$ cat src/rtl/id_queue_decode.sv
// Instruction queue between fetch and execute, with a combinational RISC-V decoder
// on the head entry and a saturating count of illegal instructions retired.
module id_queue_decode #(
  parameter int XLEN  = 64,
  parameter int DEPTH = 4,
  parameter int EN_M  = 1
) (
  input  logic                   clk,
  input  logic                   rst_n,
  input  logic                   in_valid,
  output logic                   in_ready,
  input  logic [31:0]            in_inst,
  input  logic [XLEN-1:0]        in_pc,
  input  logic                   flush,
  output logic                   out_valid,
  input  logic                   out_ready,
  output logic [31:0]            out_inst,
  output logic [XLEN-1:0]        out_pc,
  output logic [4:0]             alu_ct,
  output logic [2:0]             extop,
  output logic                   reg_wr,
  output logic                   alu_asr,
  output logic [1:0]             alu_bsr,
  output logic [2:0]             branch,
  output logic                   mem_wr,
  output logic [2:0]             mem_op,
  output logic [1:0]             reg_src,
  output logic                   is_truncate,
  output logic                   is_sext,
  output logic                   intr_en,
  output logic                   illegal,
  output logic [$clog2(DEPTH):0] count,
  output logic [15:0]            illegal_cnt
);

  localparam int AW = $clog2(DEPTH);
  localparam logic [AW:0] FULL = (AW+1)'(DEPTH);
  localparam bit RV32 = (XLEN == 32);

  localparam logic [6:0] OPC_LOAD     = 7'b0000011;
  localparam logic [6:0] OPC_OP_IMM   = 7'b0010011;
  localparam logic [6:0] OPC_AUIPC    = 7'b0010111;
  localparam logic [6:0] OPC_OP_IMM32 = 7'b0011011;
  localparam logic [6:0] OPC_STORE    = 7'b0100011;
  localparam logic [6:0] OPC_OP       = 7'b0110011;
  localparam logic [6:0] OPC_LUI      = 7'b0110111;
  localparam logic [6:0] OPC_OP32     = 7'b0111011;
  localparam logic [6:0] OPC_BRANCH   = 7'b1100011;
  localparam logic [6:0] OPC_JALR     = 7'b1100111;
  localparam logic [6:0] OPC_JAL      = 7'b1101111;
  localparam logic [6:0] OPC_SYSTEM   = 7'b1110011;

  // ---------------------------------------------------------------- queue
  logic [31:0]     inst_mem [DEPTH];
  logic [XLEN-1:0] pc_mem   [DEPTH];

  logic [AW-1:0] wr_ptr_reg, rd_ptr_reg;
  logic [AW:0]   count_reg, count_next;
  logic [15:0]   illegal_cnt_reg;
  logic          push, pop;

  assign in_ready    = (count_reg != FULL);
  assign out_valid   = (count_reg != '0);
  assign push        = in_valid & in_ready;
  assign pop         = out_valid & out_ready;
  assign count       = count_reg;
  assign illegal_cnt = illegal_cnt_reg;
  assign out_inst    = inst_mem[rd_ptr_reg];
  assign out_pc      = pc_mem[rd_ptr_reg];

  always_comb begin
    count_next = count_reg;
    case ({push, pop})
      2'b10:   count_next = count_reg + 1'b1;
      2'b01:   count_next = count_reg - 1'b1;
      default: count_next = count_reg;
    endcase
  end

  // Storage is deliberately unreset; a write during flush lands in a slot that is
  // immediately considered empty again.
  always_ff @(posedge clk) begin
    if (push) begin
      inst_mem[wr_ptr_reg] <= in_inst;
      pc_mem[wr_ptr_reg]   <= in_pc;
    end
  end

  always_ff @(posedge clk or negedge rst_n) begin
    if (!rst_n) begin
      wr_ptr_reg      <= '0;
      rd_ptr_reg      <= '0;
      count_reg       <= '0;
      illegal_cnt_reg <= '0;
    end else if (flush) begin
      wr_ptr_reg <= '0;
      rd_ptr_reg <= '0;
      count_reg  <= '0;
    end else begin
      if (push) wr_ptr_reg <= wr_ptr_reg + 1'b1;
      if (pop)  rd_ptr_reg <= rd_ptr_reg + 1'b1;
      count_reg <= count_next;
      if (pop && illegal && (illegal_cnt_reg != 16'hFFFF))
        illegal_cnt_reg <= illegal_cnt_reg + 16'd1;
    end
  end

  // --------------------------------------------------------------- decode
  logic [6:0] opcode, func7;
  logic [2:0] func3;
  logic       m_op, word_op, known, rv32_bad, m_bad;
  logic [4:0] alu_generic;

  logic [4:0] alu_ct_dec;
  logic [2:0] extop_dec, branch_dec, mem_op_dec;
  logic       reg_wr_dec, alu_asr_dec, mem_wr_dec, word_dec, intr_en_dec;
  logic [1:0] alu_bsr_dec, reg_src_dec;

  assign opcode  = out_inst[6:0];
  assign func3   = out_inst[14:12];
  assign func7   = out_inst[31:25];
  assign word_op = (opcode == OPC_OP_IMM32) || (opcode == OPC_OP32);
  assign m_op    = ((opcode == OPC_OP) || (opcode == OPC_OP32)) && (func7 == 7'b0000001);

  // Shared ALU selection for the register/immediate arithmetic group and SYSTEM.
  assign alu_generic = (func3 == 3'b011) ? 5'b01010
                     : {1'b0, func7[5] & ((|func3) | opcode[5]), func3};

  always_comb begin
    alu_ct_dec  = '0;
    extop_dec   = '0;
    alu_asr_dec = 1'b0;
    alu_bsr_dec = '0;
    branch_dec  = 3'b010;
    mem_wr_dec  = 1'b0;
    mem_op_dec  = '0;
    reg_src_dec = '0;
    word_dec    = 1'b0;
    intr_en_dec = 1'b0;
    known       = 1'b1;
    case (opcode)
      OPC_LOAD: begin
        extop_dec   = 3'd2;
        alu_asr_dec = 1'b1;
        reg_src_dec = 2'd1;
        case (func3)
          3'b000:  mem_op_dec = 3'b111;
          3'b001:  mem_op_dec = 3'b110;
          3'b010:  mem_op_dec = 3'b101;
          3'b011:  mem_op_dec = 3'b100;
          3'b100:  mem_op_dec = 3'b011;
          3'b101:  mem_op_dec = 3'b010;
          3'b110:  mem_op_dec = 3'b001;
          default: mem_op_dec = 3'b000;
        endcase
      end
      OPC_STORE: begin
        extop_dec   = 3'd3;
        alu_asr_dec = 1'b1;
        mem_wr_dec  = 1'b1;
        case (func3)
          3'b000:  mem_op_dec = 3'b011;
          3'b001:  mem_op_dec = 3'b010;
          3'b010:  mem_op_dec = 3'b001;
          3'b011:  mem_op_dec = 3'b100;
          default: mem_op_dec = 3'b000;
        endcase
      end
      OPC_OP_IMM, OPC_OP_IMM32: begin
        extop_dec   = 3'd2;
        alu_asr_dec = 1'b1;
        alu_ct_dec  = alu_generic;
        word_dec    = (opcode == OPC_OP_IMM32);
      end
      OPC_OP, OPC_OP32: begin
        extop_dec   = 3'd1;
        alu_asr_dec = 1'b1;
        alu_bsr_dec = 2'd1;
        alu_ct_dec  = m_op ? {1'b1, func3[0], func3} : alu_generic;
        word_dec    = (opcode == OPC_OP32);
      end
      OPC_LUI: begin
        extop_dec  = 3'd5;
        alu_ct_dec = 5'b00011;
      end
      OPC_AUIPC: extop_dec = 3'd5;
      OPC_BRANCH: begin
        extop_dec   = 3'd4;
        alu_asr_dec = 1'b1;
        alu_bsr_dec = 2'd1;
        alu_ct_dec  = {1'b0, func3[1], 3'b010};
        branch_dec  = func3 & 3'b101;
      end
      OPC_JAL: begin
        extop_dec   = 3'd6;
        alu_bsr_dec = 2'd2;
        branch_dec  = 3'b110;
      end
      OPC_JALR: begin
        extop_dec   = 3'd2;
        alu_bsr_dec = 2'd2;
        branch_dec  = 3'b111;
      end
      OPC_SYSTEM: begin
        extop_dec   = 3'd2;
        alu_asr_dec = 1'b1;
        reg_src_dec = 2'd2;
        intr_en_dec = 1'b1;
        alu_ct_dec  = alu_generic;
      end
      default: known = 1'b0;
    endcase
    reg_wr_dec = (extop_dec == 3'd1) || (extop_dec == 3'd2) ||
                 (extop_dec == 3'd5) || (extop_dec == 3'd6);
  end

  // Doubleword and word-op encodings do not exist on a 32-bit datapath.
  assign rv32_bad = RV32 && (word_op ||
                    ((opcode == OPC_LOAD)  && ((func3 == 3'b011) || (func3 == 3'b110))) ||
                    ((opcode == OPC_STORE) && (func3 == 3'b011)));
  assign m_bad    = (EN_M == 0) && m_op;
  assign illegal  = !known || (out_inst[1:0] != 2'b11) || rv32_bad || m_bad;

  assign alu_ct      = illegal ? 5'b0   : alu_ct_dec;
  assign extop       = illegal ? 3'b0   : extop_dec;
  assign reg_wr      = illegal ? 1'b0   : reg_wr_dec;
  assign alu_asr     = illegal ? 1'b0   : alu_asr_dec;
  assign alu_bsr     = illegal ? 2'b0   : alu_bsr_dec;
  assign branch      = illegal ? 3'b010 : branch_dec;
  assign mem_wr      = illegal ? 1'b0   : mem_wr_dec;
  assign mem_op      = illegal ? 3'b0   : mem_op_dec;
  assign reg_src     = illegal ? 2'b0   : reg_src_dec;
  assign is_truncate = illegal ? 1'b0   : word_dec;
  assign is_sext     = illegal ? 1'b0   : word_dec;
  assign intr_en     = illegal ? 1'b0   : intr_en_dec;

endmodule

$ cat config.mk
export PLATFORM = sky130hd
export DESIGN_NAME = id_queue_decode
export DESIGN_NICKNAME = d
export VERILOG_FILES = /design/src/rtl/id_queue_decode.sv
export SDC_FILE = /design/constraint.sdc
export NUM_CORES = 1
export LEC_CHECK = 0
export BUFFER_PORTS_ARGS = -buffer_cell sky130_fd_sc_hd__buf_2
export CAP_MARGIN = 0
export CORE_MARGIN = 5
export CORE_UTILIZATION = 53
export CTS_BUF_LIST = sky130_fd_sc_hd__clkbuf_8
export CTS_CLUSTER_DIAMETER = 50
export CTS_CLUSTER_SIZE = 30
export DETAILED_ROUTE_END_ITERATION = 7
export HOLD_SLACK_MARGIN = 0.06
export PLACE_DENSITY = 0.78
export SLEW_MARGIN = 20
export SYNTH_ARGS = -nofsm -noshare
export SYNTH_HDL_FRONTEND = slang
export SYNTH_SLANG_ARGS = --single-unit
$ cat constraint.sdc
create_clock -name clk -period 3.1 [get_ports clk]
set_input_delay 0.31 -clock clk [delete_from_list [all_inputs] [get_ports clk]]
set_output_delay 0.31 -clock clk [all_outputs]
set_load 0.05 [all_outputs]
## After elaboration in Yosys (flattened, before gate mapping)

Memories as Yosys holds them, arrays and structs flattened.
Cells that the tools add are included.

| word-level totals | value |
|---|---|
| RAM bits | 384 |
| latch bits | 0 |
| word-level logic and storage cells | 103 |
| bits of input ports | 101 |
| bits in read-only memories | 0 |
| memories | 2 |
| register bits after elaboration | 23 |
| output and inout port bits | 142 |

Memories:

| name | depth | width | rd ports | clocked after Yosys merged registers in | wr ports | RTL line | source |
|---|---|---|---|---|---|---|---|
| pc_mem | 4 | 64 | 1 | 0 | 1 | 55 | `logic [XLEN-1:0] pc_mem [DEPTH];` |
| inst_mem | 4 | 32 | 1 | 0 | 1 | 54 | `logic [31:0] inst_mem [DEPTH];` |

| operators by class | value |
|---|---|
| add/subtract/negate cells | 5 |
| equal/unequal tests | 28 |
| muxes and demuxes | 34 |
| $lt $le $gt $ge | 0 |
| multipliers | 0 |
| div/mod/pow operators | 0 |
| bitwise gates (word level) | 5 |
| shift-type cells | 0 |
| reduce and logical (&&, ||, !) cells | 25 |

Operators by type and width:

| kind | number |
|---|---|
| == test 7 x 6 -> 1 bit (second input constant) | 4 |
| == test 7 bit (second input constant) | 4 |
| == test 7 x 5 -> 1 bit (second input constant) | 3 |
| case mux 3 bit (7 select lines) | 1 |
| case mux 5 bit (4 select lines) | 1 |
| case mux 3 bit (6 select lines) | 1 |
| adder 16 x 1 -> 16 bit (second input constant) | 1 |
| != test 16 bit (second input constant) | 1 |
| == test 3 bit (second input constant) | 5 |
| 2-to-1 mux 2 bit | 6 |
| 2-to-1 mux 3 bit | 4 |
| case mux 3 bit (2 select lines) | 2 |
| case mux 3 bit (4 select lines) | 1 |
| OR reduction 12 bit | 1 |
| 2-to-1 mux 1 bit | 11 |
| 2-to-1 mux 5 bit | 2 |
| == test 3 x 2 -> 1 bit (second input constant) | 3 |
| case mux 3 bit (3 select lines) | 1 |
| OR reduction 3 bit | 3 |
| case mux 2 bit (2 select lines) | 2 |
| OR reduction 2 bit | 4 |
| OR reduction 8 bit | 1 |
| == test 7 x 1 -> 1 bit (second input constant) | 1 |
| == test 7 x 2 -> 1 bit (second input constant) | 1 |
| other kinds (21) | 33 |

## Depth between registers and ports, before layout

Gate-level depths: netlist of the first run.
An unclocked memory read counts as a cell.

| logic depth | value |
|---|---|
| word-level depth | 9 |
| depth in mapped cells | 9 |
| depth with buffers taken out | 8 |

## Least setup slack after synthesis of the first run

No wires, ideal clock.

| timing | value |
|---|---|
| path type | reg2reg |
| from | register count_reg[0], in the netlist count[0] |
| to | memory inst_mem[0][0], enable pin |
| stages on the path, launching flop included | 3 |
| required time | 2634 ps |
| path slack | -964 ps |
| data arrival time | 3598 ps |
| cell sequence | dfrtp_1 or3b_1 and3_1 |

| between the ends | value |
|---|---|
| word-level cells in the longest chain between the ends | 4 |

Ends and longest elaborated chain:

| element | RTL line | source |
|---|---|---|
| start: declaration | 58 | `logic [AW:0] count_reg, count_next;` |
| start signal: assignment | 102 | `count_reg <= count_next;` |
| != test 3 bit | 62 | `assign in_ready = (count_reg != FULL);` |
| via in_ready | 11 | `output logic in_ready,` |
| AND 1 bit | 64 | `assign push = in_valid & in_ready;` |
| 2-to-1 mux 1 bit | 83 | `if (push) begin` |
| 2-to-1 mux 1 bit (implied by the code) | 84 | `inst_mem[wr_ptr_reg] <= in_inst;` |
| end: declaration | 54 |  |

The timed path passes the listed nets, and every way through them passes these cells.

## Worst setup path in the final report of the first run

| timing | value |
|---|---|
| from | register rd_ptr_reg[0] |
| to | output port alu_ct[3] |

| between the ends | value |
|---|---|
| word-level cells in the longest chain between the ends | 8 |
| elaborated cells on any way between the ends | 31 |
| classes of those cells | eq/ne (15); mux (5); bitwise (2); reduce/logical (8); memory (1) |

Ends and longest elaborated chain:

| element | RTL line | source |
|---|---|---|
| start: declaration | 57 | `logic [AW-1:0] wr_ptr_reg, rd_ptr_reg;` |
| start signal: assignment | 101 | `if (pop) rd_ptr_reg <= rd_ptr_reg + 1'b1;` |
| memory (4 x 32 bit) * | - |  |
| OR reduction 3 bit | 127 | `: {1'b0, func7[5] & ((\|func3) \| opcode[5]), func3};` |
| bitwise OR 1 bit | 127 |  |
| AND 1 bit | 127 |  |
| 2-to-1 mux 4 bit | 126 | `assign alu_generic = (func3 == 3'b011) ? 5'b01010` |
| 2-to-1 mux 5 bit | 179 | `alu_ct_dec = m_op ? {1'b1, func3[0], func3} : alu_generic;` |
| case mux 5 bit (4 select lines) | 141 | `case (opcode)` |
| 2-to-1 mux 5 bit * | 224 | `assign alu_ct = illegal ? 5'b0 : alu_ct_dec;` |
| end: declaration | 19 | `output logic [4:0] alu_ct,` |

Every way passes the cells marked *; elsewhere a longest branch is shown, timed or not.

==> flow_summary.yaml, run 1 <==
run_status:
  status: "finished, final reports clean"
worst_setup_path:
  worstPathArrival_ns: 2.75
  worst-path-max-fanout: 6
  cp-start-kind: "flop"
  cp_data_required_time_ns: 2.79
  critPathBufInv: 2
  path_cells: "buf_12 -> mux4_2 -> nor4_4 -> nand2_2 -> mux2i_1 -> o211ai_1 -> buf_4"
  crit_type: "flop to output pin"
  reg2reg_from: "rd_ptr_reg[0]"
  rrSetupSlack_ns: 0.55
  cpPeakStageDelay_ns: 0.56
  reg2reg_depth: 9
  endpoint_kind: "output pin"
  reg2reg_to: "illegal_cnt[7]"
  slowest_stage: "mux4_2"
  crit_family: "multiplexers"
cts:
  cts_buffers: 34
  clock_latency_ns: 0.55
  clkTransAtPathRegs_ns: 0.09
  cts_root_buffer: "clkbuf_8"
  clock-sinks: 407
  htree_levels: 2
  clk_path_buf_depth: 3
  cts_tree: "built"
yosys:
  ys_types: 50
  synth_fa_ha_area_frac: 0.00533
  synth_top_family_by_area: "multiplexers"
  syn_nets: 808
  synthTopCellsByCount: "edfxtp_1 (384), mux4_2 (96), nor2_1 (26), dfrtp_1 (23), nand2_1 (19)"
  synth_area_um2: 15500
  synth_top_area_share: 0.745
  synth-compound-area-share: 0.0102
  synth-seq-area-share: 0.782
  synth_area_leaders: "edfxtp_1 (74%), mux4_2 (14%), dfrtp_1 (3.7%), nor2_1 (0.63%), xor2_1 (0.62%)"
  synth.area.mux_share: 0.143
  yosysMostFrequentCell: "edfxtp_1"
  synth_flop_cell: "edfxtp_1"
  synth_simple_gate_area_frac: 0.0356
  synth-seq-cells: 407
  synthArstFlopShare: 0.0565
  synth-edff-count: 384
  yosysWarnings: 0
  synth_xor_area_frac: 0.0119
  avgSynthCellArea_um2: 22.1
  synth_cells: 701
  synth_top_cell_by_area: "edfxtp_1"
sta:
  post-route-period-util: 0.987
  fin_ws_ns: 0.0390
  slew_violations: 0
  hold_viol: 0
  clock.fmax_ghz: 0.327
  rsz0062_at_grt: "true"
  fin_worst_skew_ns: 0.0382
  fin_crit_ns: 3.06
  worstMarginPinSlew_ns: 0.784
  finalSetupViolCount: 0
  slew_headroom: 0.477
  finalHoldWorstSlack_ns: 0.271
worst_hold_path:
  holdPathStages: 4
  hold_class: "input port to flop"
  hold_start: "out_ready"
  worstHoldEndpoint: "rd_ptr_reg[1]"
power:
  comb_power_share: 0.396
  power.share.clock: 0.192
  power_density_nw_per_um2: 867
  p_leak_nw: 6.88
  power.share.sequential: 0.412
  p_int_w: 0.0101
  switchingPower_w: 0.00667
  ir_drop_mv: 0.598
  power.share.switching: 0.397
placement:
  gp_congestion: 0.876
  pre_cts_slack_ns: 0.339
  place_area_um2: 17300
  portBuffers: 242
  dpl.hpwl_mm: 19.0
floorplan:
  die_x_um: 181
  initial_core_util: 0.538
  core_um2: 28800
  io_pins: 243
  dieArea_um2: 32700
  rows: 62
  die_height_um: 181
global_routing:
  grt_pass1_wl_mm: 50.0
  antenna_found_initial: 1
  gr-total-overflow: 0
  grt_pass1_vias: 8714
  grt_max_degree: 61
  track_usage: 0.193
routing:
  drcViolationCount: 0
  drt_first_pass_iters: 7
  ant_nets: 0
  avgViaCountPerCell: 5.52
  drt-initial-drc-count: 535
  vias: 8253
  wl_per_cell_um: 21.2
  finalWirelength_mm: 31.7
cells_and_area:
  design_area_um2: 19400
  area_growth_pct: 25.2
  drive_gt1_frac: 0.422
  nets: 1192
  largest_reg_flops: 256
run:
  maxCapViolCount: 0
[kinds of logic after synthesis]
| family | after synthesis |
|---|---|
| muxes | 101 |
| buffers and inverters | 42 |
| and+or+nand+nor | 104 |
| AOI/OAI and AO/OA | 20 |
| xor gates and xnor gates | 21 |
| DFF | 407 |
| adders and majority gates | 6 |
[worst min-delay path: cells and delay by family]
family | cells | cell delay, ns
XOR/XNOR | 1 | 0.08
AND/OR/NAND/NOR | 2 | 0.27
buffers and inverters | 1 | 0.08
[cell type report]
cell class                      instances  area, um^2
Antenna cell                            1        2.50
Clock buffer                           37         509
Clock inverter                         23         273
Fill cell                            1768        9400
Inverter                               11        41.3
Multi-Input combinational cell        252        3300
Sequential cell                       407       12100
Tap cell                              384         480
Timing Repair Buffer                  379        2660
[power by group through the flow]
| stage | Combinational, W | Clock [W] | Sequential (W) |
|---|---|---|---|
| 6_report | 0.00665 | 0.00322 | 0.00693 |
| 5_1_grt | 0.00703 | 0.00357 | 0.00698 |
| 4_1_cts | 0.00651 | 0.00331 | 0.00693 |
| 3_5_place_dp | 0.00624 | 0 | 0.00705 |
| 3_3_place_gp | 0.00622 | 0 | 0.00701 |
| 2_1_floorplan | 0.00470 | 0 | 0.00712 |
[cell usage in the layout (no fill, tap or decap), types with 5 or more instances in the layout]
master | Yosys | routed
nor2_1 | 26 | 24
dfrtp_1 | 23 | 21
edfxtp_1 | 384 | 384
dlygate4sd3_1 | 0 | 98
xnor2_1 | 10 | 10
nor3_1 | 8 | 7
buf_12 | 0 | 9
buf_6 | 2 | 7
and3_1 | 10 | 6
nand3_1 | 13 | 10
buf_4 | 1 | 34
ha_1 | 5 | 5
inv_1 | 10 | 10
mux4_2 | 96 | 96
xor2_1 | 11 | 11
nand2_1 | 19 | 17
buf_2 | 10 | 229
clkbuf_8 | 0 | 37
[worst max-delay path by stage]
stage | from | depth (start not counted) | end | slack (ns)
floorplan | rd_ptr_reg[0] | 5 | intr_en | -0.41
global placement | rd_ptr_reg[0] | 8 | alu_ct[3] | 0.38
detailed placement | rd_ptr_reg[0] | 7 | alu_ct[3] | 0.34
CTS | rd_ptr_reg[0] | 7 | alu_ct[3] | -0.03
global route | rd_ptr_reg[0] | 7 | alu_ct[3] | -0.1
finish | rd_ptr_reg[0] | 7 | alu_ct[3] | 0.04
[metal layers]
metal  GRT usage  routed length [um]  vias up
met4      0.0484                 731        0
li1            -                   -     3650
met5           0                   0        -
met1       0.253               12400     4233
met2       0.327               16000      315
met3      0.0527                2520       55
[timing repair]
item / 4_1_cts / 5_1_grt
endpoints found under the hold margin: 414 / 0
buffers inserted: 10 / 12
hold buffers: 98 / 0
gates resized for setup: 15 / 36
endpoints found under the setup margin: 16 / 16
pin swaps: 2 / 5
[through the flow]
| stage | std cells | total power (W) | TNS, ns | utilization |
|---|---|---|---|---|
| floorplan | 701 | 0.0118 | -1.12 | - |
| global placement | 1313 | 0.0132 | 0 | 0.601 |
| detailed placement | 1313 | 0.0133 | 0 | 0.601 |
| CTS | 1481 | 0.0167 | -0.0294 | 0.667 |
| global route | 1494 | 0.0176 | -0.334 | 0.674 |
| finish | 1494 | 0.0168 | 0 | 0.674 |
No activity file was read; power rests on OpenSTA's default activity.
==> inputs of run 2 (changes only) <==
--- a/config.mk
+++ b/config.mk
@@ -8,13 +8,13 @@
 export BUFFER_PORTS_ARGS = -buffer_cell sky130_fd_sc_hd__buf_2
 export CAP_MARGIN = 0
 export CORE_MARGIN = 5
-export CORE_UTILIZATION = 53
+export CORE_UTILIZATION = 63
 export CTS_BUF_LIST = sky130_fd_sc_hd__clkbuf_8
 export CTS_CLUSTER_DIAMETER = 50
 export CTS_CLUSTER_SIZE = 30
 export DETAILED_ROUTE_END_ITERATION = 7
 export HOLD_SLACK_MARGIN = 0.06
-export PLACE_DENSITY = 0.78
+export PLACE_DENSITY = 0.87
 export SLEW_MARGIN = 20
 export SYNTH_ARGS = -nofsm -noshare
 export SYNTH_HDL_FRONTEND = slang
==> constraint.sdc (replaced) <==
create_clock -name clk -period 3.7 [get_ports clk]
set_input_delay 0.37 -clock clk [delete_from_list [all_inputs] [get_ports clk]]
set_output_delay 0.37 -clock clk [all_outputs]
set_load 0.05 [all_outputs]
==> flow_summary.yaml, run 2 (synthesis gave the netlist of run 1 again) <==
placement:
  portBuffers: 242
  dpl.hpwl_mm: 19.2
  gp_congestion: 0.894
  place_area_um2: 17100
  pre_cts_slack_ns: 0.718
sta:
  finalSetupViolCount: 0
  slew_headroom: 0.401
  post-route-period-util: 0.919
  clock.fmax_ghz: 0.294
  fin_ws_ns: 0.299
  hold_viol: 0
  slew_violations: 0
  finalHoldWorstSlack_ns: 0.0901
  setup_tns_ns: 0
  worstMarginPinSlew_ns: 0.898
  rsz0062_at_grt: "false"
  fin_crit_ns: 3.40
  fin_worst_skew_ns: 0.0485
cts:
  htree_levels: 2
  clk_path_buf_depth: 3
  cts_tree: "built"
  clkTransAtPathRegs_ns: 0.08
  cts_root_buffer: "clkbuf_8"
  clock_latency_ns: 0.56
  cts_buffers: 35
  clock-sinks: 407
routing:
  drt-initial-drc-count: 701
  finalWirelength_mm: 32.1
  drt_first_pass_iters: 5
  ant_nets: 0
  avgViaCountPerCell: 5.81
  drcViolationCount: 0
  vias: 8214
  wl_per_cell_um: 22.8
floorplan:
  dieArea_um2: 27800
  die_height_um: 167
  initial_core_util: 0.639
  die_x_um: 167
  io_pins: 243
  core_um2: 24200
  rows: 57
worst_hold_path:
  hold_start: "in_inst[25]"
  hold_class: "input port to flop"
global_routing:
  grt_pass1_vias: 8884
  track_usage: 0.235
  antenna_found_initial: 2
  gr-total-overflow: 0
  grt_max_degree: 63
  grt_pass1_wl_mm: 50.8
cells_and_area:
  nets: 1168
  mostFrequentLayoutCell: "edfxtp_1"
  area_growth_pct: 21.9
  largest_reg_flops: 256
  layout_common_cells: "edfxtp_1 (384), buf_2 (242), mux4_2 (96)"
  drive_gt1_frac: 0.397
  design_area_um2: 18900
  utilization: 0.778
  n_fill_cell: 1261
worst_setup_path:
  cp_data_required_time_ns: 3.33
  endpoint: "alu_ct[0]"
  crit_type: "flop to output pin"
  path_cells: "mux4_2 -> nand2b_1 -> a211oi_1 -> nor2b_1 -> o21ai_1 -> nand2_1 -> buf_2"
  endpoint_kind: "output pin"
  crit_start: "rd_ptr_reg[1]"
  reg2reg_depth: 7
  cpPeakStageDelay_ns: 0.78
  rrSetupSlack_ns: 0.92
  slowest_stage: "dfrtp_4"
  reg2reg_from: "rd_ptr_reg[1]"
  worst-path-stages: 7
  reg2reg_to: "illegal_cnt[1]"
  cp-start-kind: "flop"
  worst-path-max-fanout: 36
  critPathBufInv: 1
  crit_family: "flip-flops"
  worstPathArrival_ns: 3.03
run:
  maxCapViolCount: 0
power:
  ir_drop_mv: 0.587
  power_density_nw_per_um2: 729
  p_leak_nw: 6.73
run_status:
  status: "finished, final reports clean"
==> run 2: cell types whose count changed in the layout (fill, tap and decap cells not counted), moves of 3 or more <==
cell	change
inv_6	+5
buf_4	-19
buf_2	+13
nand3_1	+3
buf_12	-5
dlygate4sd3_1	-5
clkinvlp_4	-3
inv_12	-3
buf_6	-7
nand3_2	-3
==> run 2: through the flow <==
stage | instances | power [W]
floorplan | 701 | 0.00989
global placement | 1248 | 0.0110
detailed placement | 1248 | 0.0111
CTS | 1403 | 0.0137
global route | 1413 | 0.0144
finish | 1413 | 0.0138
==> run 2: timing repair <==
action                                 4_1_cts  5_1_grt
gates resized for setup                      0        0
setup buffers                                0        7
hold buffers                                92        1
endpoints found under the hold margin      380        2
setup endpoints to repair                    0        2
==> run 2: cell type report <==
cell class / instances / area [um^2] / share of cell area
Multi-Input combinational cell: 252 / 3210 / 0.170
Sequential cell: 407 / 12100 / 0.642
Timing Repair Buffer: 354 / 2330 / 0.124
Tap cell: 324 / 405 / 0.0215
Clock inverter: 26 / 251 / 0.0133
Antenna cell: 2 / 5.00 / 0.000265
Inverter: 11 / 41.3 / 0.00219
Clock buffer: 37 / 509 / 0.0270
==> run 2: worst min path at each step <==
| stage | to | slack, ns | cells past startpoint |
|---|---|---|---|
| CTS | inst_mem[3][3] | 0.06 | 1 |
| global route | inst_mem[0][6] | 0.06 | 1 |
| floorplan | count[0] | 0.07 | 0 |
| detailed placement | illegal_cnt[15] | 0.37 | 1 |
| global placement | illegal_cnt[15] | 0.37 | 1 |
| finish | inst_mem[0][25] | 0.09 | 1 |
==> run 2: power breakdown <==
part           leakage, nW  internal, W  switching, W
clock                0.396      0.00110       0.00155
sequential            3.82      0.00563      0.000214
combinational         2.51      0.00158       0.00368
total                 6.73      0.00831       0.00544
==> run 2: metal layers <==
metal	routed length, um	global-route usage
met4	877	0.0676
met2	16700	0.395
met5	0	0
met3	2550	0.0604
met1	12000	0.310
==> inputs of run 3 (changes only) <==
--- a/config.mk
+++ b/config.mk
@@ -13,8 +13,9 @@
 export CTS_CLUSTER_DIAMETER = 50
 export CTS_CLUSTER_SIZE = 30
 export DETAILED_ROUTE_END_ITERATION = 7
+export GPL_TIMING_DRIVEN = 1
 export HOLD_SLACK_MARGIN = 0.06
-export PLACE_DENSITY = 0.87
+export PLACE_DENSITY = 0.84
 export SLEW_MARGIN = 20
 export SYNTH_ARGS = -nofsm -noshare
 export SYNTH_HDL_FRONTEND = slang
==> flow_summary.yaml, run 3 (synthesis gave the netlist of run 1 again) <==
power:
  power.share.clock: 0.190
  switchingPower_w: 0.00537
  p_leak_nw: 6.70
  p_int_w: 0.00824
  comb_power_share: 0.382
  ir_drop_mv: 0.792
  p_total_w: 0.0136
  power.share.switching: 0.394
  power.share.sequential: 0.429
  power_density_nw_per_um2: 723
worst_setup_path:
  reg2reg_from: "rd_ptr_reg[0]"
  endpoint_kind: "output pin"
  reg2reg_to: "illegal_cnt[1]"
  crit_start: "rd_ptr_reg[0]"
  cp_data_required_time_ns: 3.33
  worst-path-max-fanout: 13
  path_cells: "mux4_2 -> nand2b_1 -> a211oi_1 -> nor2b_1 -> o21ai_1 -> nand2_1 -> buf_2"
  cp-start-kind: "flop"
  reg2reg_depth: 7
  cpPeakStageDelay_ns: 0.70
  rrSetupSlack_ns: 1.01
  worstPathArrival_ns: 3.06
  slowest_stage: "mux4_2"
  crit_type: "flop to output pin"
placement:
  portBuffers: 242
  dpl.cell_count: 1249
  place_area_um2: 17100
  dpl.hpwl_mm: 19.0
  gp_congestion: 0.901
  pre_cts_slack_ns: 0.569
routing:
  wl_per_cell_um: 22.3
  drcViolationCount: 0
  ant_nets: 0
  drt_first_pass_iters: 5
  avgViaCountPerCell: 5.78
  vias: 8173
  finalWirelength_mm: 31.5
  drt-initial-drc-count: 686
global_routing:
  track_usage: 0.229
  antenna_found_initial: 4
  grt_pass1_wl_mm: 49.6
  grt_max_degree: 46
  gr-total-overflow: 0
  grt_pass1_vias: 8608
cts:
  htree_levels: 2
  post_cts_buffers: 0
  clkTransAtPathRegs_ns: 0.10
  cts_buffers: 35
  cts_tree: "built"
  clock_latency_ns: 0.55
  cts_root_buffer: "clkbuf_8"
  clock-sinks: 407
  clk_path_buf_depth: 3
sta:
  hold_viol: 0
  finalSetupViolCount: 0
  setup_tns_ns: 0
  slew_violations: 0
  clock.fmax_ghz: 0.291
  rsz0062_at_grt: "false"
  fin_crit_ns: 3.43
  slew_headroom: 0.543
  post-route-period-util: 0.928
  fin_worst_skew_ns: 0.0341
  worstMarginPinSlew_ns: 0.686
  fin_ws_ns: 0.266
cells_and_area:
  area_growth_pct: 21.7
  nets: 1166
  layout_common_cells: "edfxtp_1 (384), buf_2 (242), dlygate4sd3_1 (97)"
  mostFrequentLayoutCell: "edfxtp_1"
  drive_gt1_frac: 0.389
  design_area_um2: 18800
  stdcell_count: 1413
  largest_reg_flops: 256
worst_hold_path:
  worstHoldEndpoint: "wr_ptr_reg[1]"
  holdPathStages: 2
  hold_class: "input port to flop"
  hold_start: "flush"
floorplan:
  die_height_um: 167
  core_um2: 24200
  rows: 57
  initial_core_util: 0.639
  dieArea_um2: 27800
  die_x_um: 167
  io_pins: 243
run_status:
  status: "finished, final reports clean"
run:
  maxCapViolCount: 0
-- run 3: changes by cell type in the layout (fill, tap and decap cells not counted) --
cell,change
clkinvlp_4,-1
clkinv_2,-4
buf_4,-7
nor4_2,+1
dlygate4sd3_1,+4
clkinv_1,+1
inv_1,+3
inv_8,-2
nor4_1,-1
clkinv_4,+6
diode_2,+3
clkinv_8,-4
buf_8,+1
-- run 3: timing repair --
action	CTS	global route
gates resized for setup	1	2
endpoints found under the hold margin	407	0
hold buffers	97	0
setup endpoints to repair	2	2
pin swaps	0	0
-- run 3: power by group through the flow --
stage / sequential [W] / combinational, W / clock (W)
detailed placement: 0.00594 / 0.00512 / 0
CTS: 0.00583 / 0.00522 / 0.00263
global placement: 0.00590 / 0.00508 / 0
finish: 0.00583 / 0.00520 / 0.00258
global route: 0.00588 / 0.00547 / 0.00285
floorplan: 0.00596 / 0.00392 / 0
-- run 3: how the worst max path moves through the flow --
| stage | slack, ns | cells after the start | end |
|---|---|---|---|
| after floorplan | 0.02 | 9 | alu_ct[0] |
| after global placement | 0.62 | 8 | alu_ct[0] |
| after detailed placement | 0.57 | 8 | alu_ct[0] |
| after CTS | 0.09 | 8 | alu_ct[0] |
| after global routing | 0.04 | 8 | alu_ct[0] |
| final | 0.27 | 7 | alu_ct[0] |
-- run 3: layout make-up --
type	instances	area (um^2)
repair buffers	352	2340
flip-flops and latches	407	12100
well taps	324	405
clock buffers	37	509
fillers	1285	5410
multi-input cells	252	3210
diodes	5	12.5
clock inverters	25	204
inverters	11	41.3
-- run 3: routing by layer --
layer	vias up	track usage	wire (um)
li1	3605	-	-
met1	4170	0.304	12100
met2	346	0.394	16500
met3	52	0.0467	2160
met4	0	0.0619	716
met5	-	0	0
-- run 3: worst max-delay path: cells and delay by family, from the launching register on --
| kind | cells | cell delay, ns |
|---|---|---|
| AND/OR/NAND/NOR | 3 | 0.54 |
| multiplexers | 1 | 0.70 |
| AO/OA/AOI/OAI | 2 | 0.45 |
| buffers and inverters | 1 | 0.27 |
| flip-flops | 1 | 0.58 |
-- run 3: stage by stage --
stage,hold slack (ns),utilization
2_1_floorplan,0.0744,-
3_3_place_gp,0.372,0.706
3_5_place_dp,0.376,0.706
4_1_cts,0.0903,0.776
5_1_grt,0.102,0.777
6_report,0.121,0.777
